**config.mk**
```make
export PLATFORM = sky130hd
export DESIGN_NAME = vector_mem_responder
export DESIGN_NICKNAME = d
export VERILOG_FILES = /design/src/rtl/vector_mem_responder_pkg.sv /design/src/rtl/vector_mem_responder_ram.sv /design/src/rtl/vector_mem_responder.sv
export SDC_FILE = /design/constraint.sdc
export NUM_CORES = 2
export LEC_CHECK = 0
export BUFFER_PORTS_ARGS = -buffer_cell sky130_fd_sc_hd__buf_2
export CORE_MARGIN = 5
export CORE_UTILIZATION = 58
export DETAILED_ROUTE_END_ITERATION = 12
export MAX_ROUTING_LAYER = met4
export PLACE_DENSITY = 0.75
export SKIP_LAST_GASP = 1
export SYNTH_ARGS = -nofsm -noshare
export SYNTH_HDL_FRONTEND = slang
export SYNTH_HIERARCHICAL = 1
export SYNTH_SLANG_ARGS = --single-unit
```
**constraint.sdc**
```tcl
create_clock -name clk_i -period 22.8 [get_ports clk_i]
set_input_delay 2.28 -clock clk_i [delete_from_list [all_inputs] [get_ports clk_i]]
set_output_delay 2.28 -clock clk_i [all_outputs]
set_load 0.01 [all_outputs]
```
**src/rtl/vector_mem_responder_pkg.sv**
```systemverilog
// vmem_pkg: shared types, sizes and mode encodings for the vector memory responder.
package vmem_pkg;
  localparam int LANES = 16;
  localparam int ELEM_W = 16;
  localparam int ADDR_W = 16;
  localparam int DEPTH = 256;
  localparam int RAM_AW = $clog2(DEPTH);
  localparam int VEC_W = LANES * ELEM_W;
  localparam logic [3:0] MODE_H16 = 4'b0000;
  localparam logic [3:0] MODE_B8 = 4'b0001;
  typedef enum logic [1:0] {IDLE, XFER, RESP} vmem_state_t;
  typedef logic [LANES-1:0][ELEM_W-1:0] vec_t;
  function automatic logic [5:0] nbytes(input logic [3:0] mode);
    return (mode == MODE_B8) ? 6'd16 : 6'd32;
  endfunction
endpackage

```
**src/rtl/vector_mem_responder_ram.sv**
```systemverilog
// vmem_byte_ram: byte-wide storage with synchronous write and combinational read, never reset.
module vmem_byte_ram #(
  parameter int DEPTH = 256,
  parameter int AW = $clog2(DEPTH)
) (
  input  logic          clk_i,
  input  logic          we_i,
  input  logic [AW-1:0] addr_i,
  input  logic [7:0]    wdata_i,
  output logic [7:0]    rdata_o
);
  logic [7:0] mem_q [DEPTH];
  always_ff @(posedge clk_i)
    if (we_i) mem_q[addr_i] <= wdata_i;
  assign rdata_o = mem_q[addr_i];
endmodule

```
**src/rtl/vector_mem_responder.sv**
```systemverilog
// vector_mem_responder: serialises one vector load/store into byte accesses and returns the gathered vector or an error.
module vector_mem_responder
  import vmem_pkg::*;
(
  input  logic              clk_i,
  input  logic              rst_n_i,
  input  logic              req_valid_i,
  output logic              req_ready_o,
  input  logic              we_i,
  input  logic [3:0]        mode_i,
  input  logic [ADDR_W-1:0] a_i,
  input  logic [VEC_W-1:0]  wd_i,
  output logic              rsp_valid_o,
  input  logic              rsp_ready_i,
  output logic [VEC_W-1:0]  rd_o,
  output logic              err_o
);
  localparam logic [ADDR_W:0] LIMIT = DEPTH[ADDR_W:0];
  vmem_state_t state_q, state_d;
  logic [5:0] cnt_q;
  logic we_q;
  logic [3:0] mode_q;
  logic [RAM_AW-1:0] a_q;
  logic [VEC_W-1:0] wd_q, rd_q;
  logic err_q;
  logic accept, bad, last, b8;
  logic [ADDR_W:0] end_addr;
  logic [RAM_AW-1:0] addr;
  logic [7:0] off, rdata;
  assign accept = state_q == IDLE && req_valid_i;
  // Range check is one bit wider than the address so a request can never wrap.
  assign end_addr = {1'b0, a_i} + {{(ADDR_W-5){1'b0}}, nbytes(mode_i)};
  assign bad = !(mode_i == MODE_H16 || mode_i == MODE_B8) || end_addr > LIMIT;
  assign b8 = mode_q == MODE_B8;
  assign last = cnt_q == nbytes(mode_q) - 6'd1;
  assign addr = a_q + RAM_AW'(cnt_q);
  assign off = b8 ? {cnt_q[3:0], 4'b0} : {cnt_q[4:0], 3'b0};
  vmem_byte_ram #(.DEPTH(DEPTH)) u_ram (
    .clk_i   (clk_i),
    .we_i    (state_q == XFER && we_q),
    .addr_i  (addr),
    .wdata_i (wd_q[off +: 8]),
    .rdata_o (rdata)
  );
  always_ff @(posedge clk_i or negedge rst_n_i)
    if (!rst_n_i) state_q <= IDLE;
    else state_q <= state_d;
  always_comb begin
    state_d = state_q;
    unique case (state_q)
      IDLE:    state_d = req_valid_i ? (bad ? RESP : XFER) : IDLE;
      XFER:    state_d = last ? RESP : XFER;
      RESP:    state_d = rsp_ready_i ? IDLE : RESP;
      default: state_d = IDLE;
    endcase
  end
  always_ff @(posedge clk_i or negedge rst_n_i)
    if (!rst_n_i) begin
      cnt_q  <= '0;
      we_q   <= 1'b0;
      mode_q <= '0;
      a_q    <= '0;
      wd_q   <= '0;
      rd_q   <= '0;
      err_q  <= 1'b0;
    end else if (accept) begin
      cnt_q  <= '0;
      we_q   <= we_i;
      mode_q <= mode_i;
      a_q    <= a_i[RAM_AW-1:0];
      wd_q   <= wd_i;
      rd_q   <= '0;
      err_q  <= bad;
    end else if (state_q == XFER) begin
      cnt_q <= cnt_q + 6'd1;
      if (!we_q && b8) rd_q[off +: 16] <= {8'h00, rdata};
      else if (!we_q) rd_q[off +: 8] <= rdata;
    end
  assign req_ready_o = state_q == IDLE;
  assign rsp_valid_o = state_q == RESP;
  assign rd_o = rd_q;
  assign err_o = err_q;
endmodule

```
Word-level counts from Yosys, hierarchy flattened
Memories as Yosys holds them, arrays and structs flattened.
Cells that the tools add are included.
{ "totals": {"regBits": 534, "mem_bits_rw": 2048, "input_bits": 281, "output_inout_bits": 259, "mem_count": 1} }
{ "mem_list": {"columns": ["name", "words", "word_bits", "rd", "rd_ports_with_merged_regs", "wr", "line_no", "text"], "rows": [
  ["u_ram.mem_q", 256, 8, 1, 0, 1, "vector_mem_responder_ram.sv:12", "logic [7:0] mem_q [DEPTH];"]
]} }
{ "op_classes": {"addsub": 5, "magnitude_cmp": 1, "eq_ne": 6, "shifts": 5, "mux": 18, "reduce_logical": 11} }
{ "op_table": {"columns": ["operator", "n"], "rows": [
  ["$mux 256", 4],
  ["$bwmux 256", 2],
  ["$shift 16x10->256 const A", 1],
  ["$shift 8x10->256 const A", 1],
  ["$shiftx 16x10->256", 1],
  ["$shiftx 256x9->8", 1],
  ["$shiftx 8x10->256", 1],
  ["$mux 6", 4],
  ["$add 16x6->17", 1],
  ["$gt 17x9->1 const B", 1],
  ["$neg 8->10", 1],
  ["$add 8x6->8", 1],
  ["$eq 4x1->1 const B", 2],
  ["$mux 2", 4],
  ["$mux 8", 1],
  ["$add 6x1->6 const B", 1],
  ["$eq 6x6->1", 1],
  ["$pmux 2 s3", 1],
  ["$sub 6x1->6 const B", 1],
  ["$logic_not 4->1", 1],
  ["$logic_and 1x1->1", 3],
  ["$ne 3x1->1 const B", 1],
  ["$eq 2x1->1 const B", 1],
  ["$eq 2x2->1 const B", 1],
  ["6 further kinds", 9]
]} }

Logic depth before layout (Yosys ltp)
{ "depth": {"word_depth": 9, "depth_mapped": 17, "depth_no_buf": 16} }

By module
The synthesis kept the hierarchy.
{ "modules_own_cells": {"columns": ["mod", "instances", "cells_each", "area_per_inst_um2", "seq_area_each_um2"], "rows": [
  ["vmem_byte_ram", 1, 3539, 78332.6, 61499.0],
  ["vector_mem_responder", 1, 2772, 25185.4, 13362.8]
]} }

Worst setup path after synthesis
No wires, ideal clock.
{ "synth_path": {"kind": "register -> register", "startpoint": "register mode_q[1]", "endpoint": "memory u_ram.mem_q[0][6], data pin", "setup_time_ns": 2.814, "arrival_ns": 15.653, "required_ns": 19.986, "slack_ns": 4.333, "stages_incl_launch_ff": 10, "path_buffers": 3, "synth_period_minus_slack_ns": 18.467, "cell_sequence": "dfrtp_1 > or4b_4 > buf_6 > mux2i_1 > and2_1 > clkbuf_1 > clkbuf_1 > a32oi_1 > a31oi_1 > nor4_1"} }
{ "synth_between": {"elab_chain_cells": 3} }
{ "synth_lines": {"columns": ["element", "line_no", "text"], "rows": [
  ["start, declared", "vector_mem_responder.sv:22", "logic [3:0] mode_q;"],
  ["start signal, assigned", "vector_mem_responder.sv:69", "mode_q <= mode_i;"],
  ["$eq 4x1->1", "vector_mem_responder.sv:34", "assign b8 = mode_q == MODE_B8;"],
  ["$mux 8", "vector_mem_responder.sv:37", "assign off = b8 ? {cnt_q[3:0], 4'b0} : {cnt_q[4:0], 3'b0};"],
  ["$shiftx 256x9->8", "vector_mem_responder.sv:42", ".wdata_i (wd_q[off +: 8]),"],
  ["end, declared", "vector_mem_responder_ram.sv:12", null]
]} }
Every way passes these cells.

Final worst setup path
{ "layout_path": {"startpoint": "register cnt_q[1]", "endpoint": "register rd_q[124], in the netlist rd_o[124]"} }
{ "layout_between": {"elab_chain_cells": 8, "word_cells_on_any_way": 14} }
{ "layout_lines": {"columns": ["element", "line_no", "text"], "rows": [
  ["start, declared", "vector_mem_responder.sv:20", "logic [5:0] cnt_q;"],
  ["start signal, assigned", "vector_mem_responder.sv:75", "cnt_q <= cnt_q + 6'd1;"],
  ["$add 8x6->8 *", "vector_mem_responder.sv:36", "assign addr = a_q + RAM_AW'(cnt_q);"],
  ["net addr[1]", "vector_mem_responder.sv:28", "logic [RAM_AW-1:0] addr;"],
  ["$mem_v2 256x8 *", null, null],
  ["net rdata[4]", "vector_mem_responder.sv:29", "logic [7:0] off, rdata;"],
  ["$shiftx 8x10->256", "vector_mem_responder.sv:77", "else if (!we_q) rd_q[off +: 8] <= rdata;"],
  ["$bwmux 256", "vector_mem_responder.sv:77", null],
  ["$mux 256", "vector_mem_responder.sv:77", null],
  ["$mux 256 *", "vector_mem_responder.sv:76", "if (!we_q && b8) rd_q[off +: 16] <= {8'h00, rdata};"],
  ["$mux 256 *", "vector_mem_responder.sv:74", "end else if (state_q == XFER) begin"],
  ["$mux 256 *", "vector_mem_responder.sv:66", "end else if (accept) begin"],
  ["end signal, assigned by index", "vector_mem_responder.sv:76", null],
  ["end signal, assigned by index", "vector_mem_responder.sv:77", null],
  ["end, declared", "vector_mem_responder.sv:24", "logic [VEC_W-1:0] wd_q, rd_q;"]
]} }
The timed path passes the listed nets; every way through them passes the cells marked *. The select of a mux whose other input is x is not followed.
A chain may end at the register's enable or synchronous reset.

==> metrics.csv <==
stage,metric,value,unit
routing,Initial DRT Pass Iterations,6,
final_layout,final core utilization,0.659,
floorplan,CORE AREA,178000,um^2
flow_run,Max Cap Viol,0,
worst_setup_path,"slowest stage delay, CP",0.89,ns
logic_synthesis,synthesized flop and latch total,2582,
floorplan,floorplan row count,155,
global_routing,total grt overflow,0,
final_layout,fin nets,7164,
clocking,htree depth,5,
logic_synthesis,Post-synth ARST share,0.207,
floorplan,die height,432,um
global_routing,largest net degree at the start of global routing,257,
routing,drc violations,0,
worst_setup_path,R2R setup slack,14.24,ns
timing,fmax,117,MHz
clocking,CTS Hold Buffers Added,0,
worst_setup_path,Crit Path Category,flop to flop,
clocking,clock latency at the later pin of the worst-skew pair,0.92,ns
placement,dpl cell area,109000,um^2
status,status,finished clean,
final_layout,fin cells,9447,
routing,Iteration-0 DRC Markers,8648,
routing,drt via density,6.56,
logic_synthesis,post-synth cell types,84,
power_and_ir_drop,"Power, Total",11.4,mW
placement,number of port buffers,539,
logic_synthesis,cells taking the most area after synthesis,"edfxtp_1 (59%), dfrtp_1 (13%), mux4_2 (11%)",
clocking,TritonCTS clock tree,done,
placement,cell count after placement,8945,
global_routing,vias in the first global route,61100,
routing,total routed wirelength,284000,um
final_layout,"most common cell after layout, fill and taps aside",edfxtp_1,
clocking,clk root buf,clkbuf_16,
power_and_ir_drop,Leak Pwr,42.2,nW
global_routing,global-route wire length before repair,415000,um
clocking,"Reg clk slew, reported paths",0.06,ns
clocking,CTS Buf Count,275,
power_and_ir_drop,Max rail drop VDD,0.0874,mV
worst_setup_path,critical-path maximum fanout,91,
final_layout,layout cells sized above 1,0.242,
worst_setup_path,CP Capture Type,flop,
timing,Worst Skew,0.0616,ns
floorplan,Die Wd,432,um
floorplan,Initial Utilization,0.581,
global_routing,Total GRT Usage,0.311,
logic_synthesis,"Primary FF master, synth",edfxtp_1,
logic_synthesis,mapped cell area,104000,um^2
clocking,number of gates resized after CTS,0,
logic_synthesis,number of flops mapped to enable cells by yosys,2048,
worst_setup_path,startpoint types,flop,
logic_synthesis,cell taking the most area after synthesis,edfxtp_1,
worst_setup_path,"delay-heaviest family, CP",buffers and inverters,
worst_setup_path,CP most frequent cell,buf_4,
worst_setup_path,cell-by-cell listing of the critical path,inv_1 > fa_1 > inv_8 > buf_4 > buf_4 > buf_4 > buf_4 > mux4_2 > a22oi_1 > a21oi_1 > o41ai_1 > nand4_1 > nand2_1 > or3_1 > nor2_1 > mux2_1,
timing,final worst slack,14.24,ns
timing,relative slew slack,0.0289,
timing,setup violators final,0,
logic_synthesis,syn_nets,6607,
logic_synthesis,mean post-synth cell area,16.4,um^2
global_routing,antenna violations before repair,29,
placement,pre-CTS setup slack,14.45,ns
timing,Tmin final,8.56,ns
clocking,clock buffer depth,4,
clocking,clk sink count,2582,
timing,final hold vios,0,
timing,TNS Setup,0,ns
logic_synthesis,Post-Synthesis Cells,6311,
logic_synthesis,fraction of the yosys area taken by sequential cells,0.723,
placement,DP HPWL,174000,um
timing,Worst Tran Pin Value,1.46,ns
routing,Vias,61900,
placement,global placer's final weighted congestion,0.936,
floorplan,Top Ports,540,
timing,Max Slew Vio Count,0,
worst_setup_path,Required @ worst endpoint,23.58,ns
timing,hold slack,0.478,ns
worst_setup_path,CP bufs+invs,6,
final_layout,Area Overhead vs Synth,13.3,%
worst_setup_path,CP max stage cell,nand4_1,
logic_synthesis,Synth top area share,0.594,
clocking,# Post-CTS Setup Buffers,0,
routing,antenna-violating nets left,0,
final_layout,final instance area,117000,um^2
worst_hold_path,hold crit path type,flop to flop,
timing,Tcrit/Tclk final,0.376,
logic_synthesis,Ys Warns,6,
worst_setup_path,critical path arrival,9.34,ns
final_layout,most frequent cells in the layout,"edfxtp_1 (2048), nand2_1 (1227), buf_2 (539), dfrtp_1 (534), mux4_2 (512)",
timing,unrepaired setup endpoints after global routing,no,
floorplan,Die Footprint,187000,um^2
routing,DR WL/cell,30.1,um
power_and_ir_drop,Power per Cell Area,97.5,nW/um^2
registers in the layout, summed over array words and instances (netlist names):
name,count
we_q,1
mode_q,4
state_q,2
u_ram/mem_q,2048
rd_o,256
wd_q,256
err_o,1
a_q,8
cnt_q,6
worst paths after layout:
check                                       from               endpoint  depth (start not counted)
hold reg to reg            wd_q[203]$_DFFE_PN0P_  wd_q[203]$_DFFE_PN0P_                          2
max in group asynchronous                rst_n_i  rd_o[162]$_DFFE_PN0P_                          3
setup reg to reg            cnt_q[1]$_DFFE_PN0N_  rd_o[124]$_DFFE_PN0P_                         16
min in group asynchronous                rst_n_i   wd_q[42]$_DFFE_PN0P_                          1
hold / removal             wd_q[203]$_DFFE_PN0P_  wd_q[203]$_DFFE_PN0P_                          2
setup / recovery            cnt_q[1]$_DFFE_PN0N_  rd_o[124]$_DFFE_PN0P_                         16
area by class of cell:
class	count	area (um^2)
inverter	63	249
sequential	2582	74900
multi-input combinational	3269	26700
tap	2355	2950
fill	11600	60800
timing repair buffer	677	3850
clock buffer	336	7360
clock inverter	133	1160
antenna	32	80.1
synth_stat cells (26+ instances only):
library cell and instances:
mux2i_1 151, a31oi_1 36, a22oi_1 257, clkbuf_1 269
mux2_2 74, nand2_1 1229, buf_1 26, a32oi_1 32
a21oi_1 139, buf_2 60, edfxtp_1 2048, inv_1 62
o31ai_1 27, nor2_1 289, nand3_1 114, mux4_2 512
nor3_1 89, dfrtp_1 534, o41ai_1 40, o21ai_0 27
report_power, final:
group	internal (mW)	switching [mW]
logic	0.552	1.15
clock network	2.52	1.76
registers	5.39	0.0593
worst register-to-register path: stages (launching register included):
cell     delay [ns]
dfrtp_1        0.64
inv_1          0.20
fa_1           0.61
inv_8          0.47
buf_4          0.78
buf_4          0.60
buf_4          0.88
buf_4          0.70
mux4_2         0.41
a22oi_1        0.27
a21oi_1        0.11
o41ai_1        0.67
nand4_1        0.89
nand2_1        0.58
or3_1          0.23
nor2_1         0.06
mux2_1         0.33
cell families (layout without fill, tap and decap cells):
| logic type | Yosys count | count (layout) | share of synthesized area |
|---|---|---|---|
| AO/OA/AOI/OAI | 670 | 670 | 0.0472 |
| XOR/XNOR | 7 | 7 | 0.000592 |
| adder cells (fa/ha/maj) | 15 | 15 | 0.00196 |
| buffers and inverters | 460 | 1209 | 0.0197 |
| flip-flops | 2582 | 2582 | 0.723 |
| multiplexers | 740 | 740 | 0.134 |
| other | 0 | 32 | 0 |
| AND/OR/NAND/NOR | 1837 | 1837 | 0.0731 |
layer usage:
| metal | vias up | wire length (um) | track usage |
|---|---|---|---|
| met2 | 4206 | 134000 | 0.465 |
| met5 | - | 0 | - |
| li1 | 25400 | - | - |
| met4 | 0 | 16800 | 0.156 |
| met1 | 31500 | 101000 | 0.410 |
| met3 | 815 | 32500 | 0.0696 |
Note: power is estimated with default switching activity, not from simulation.
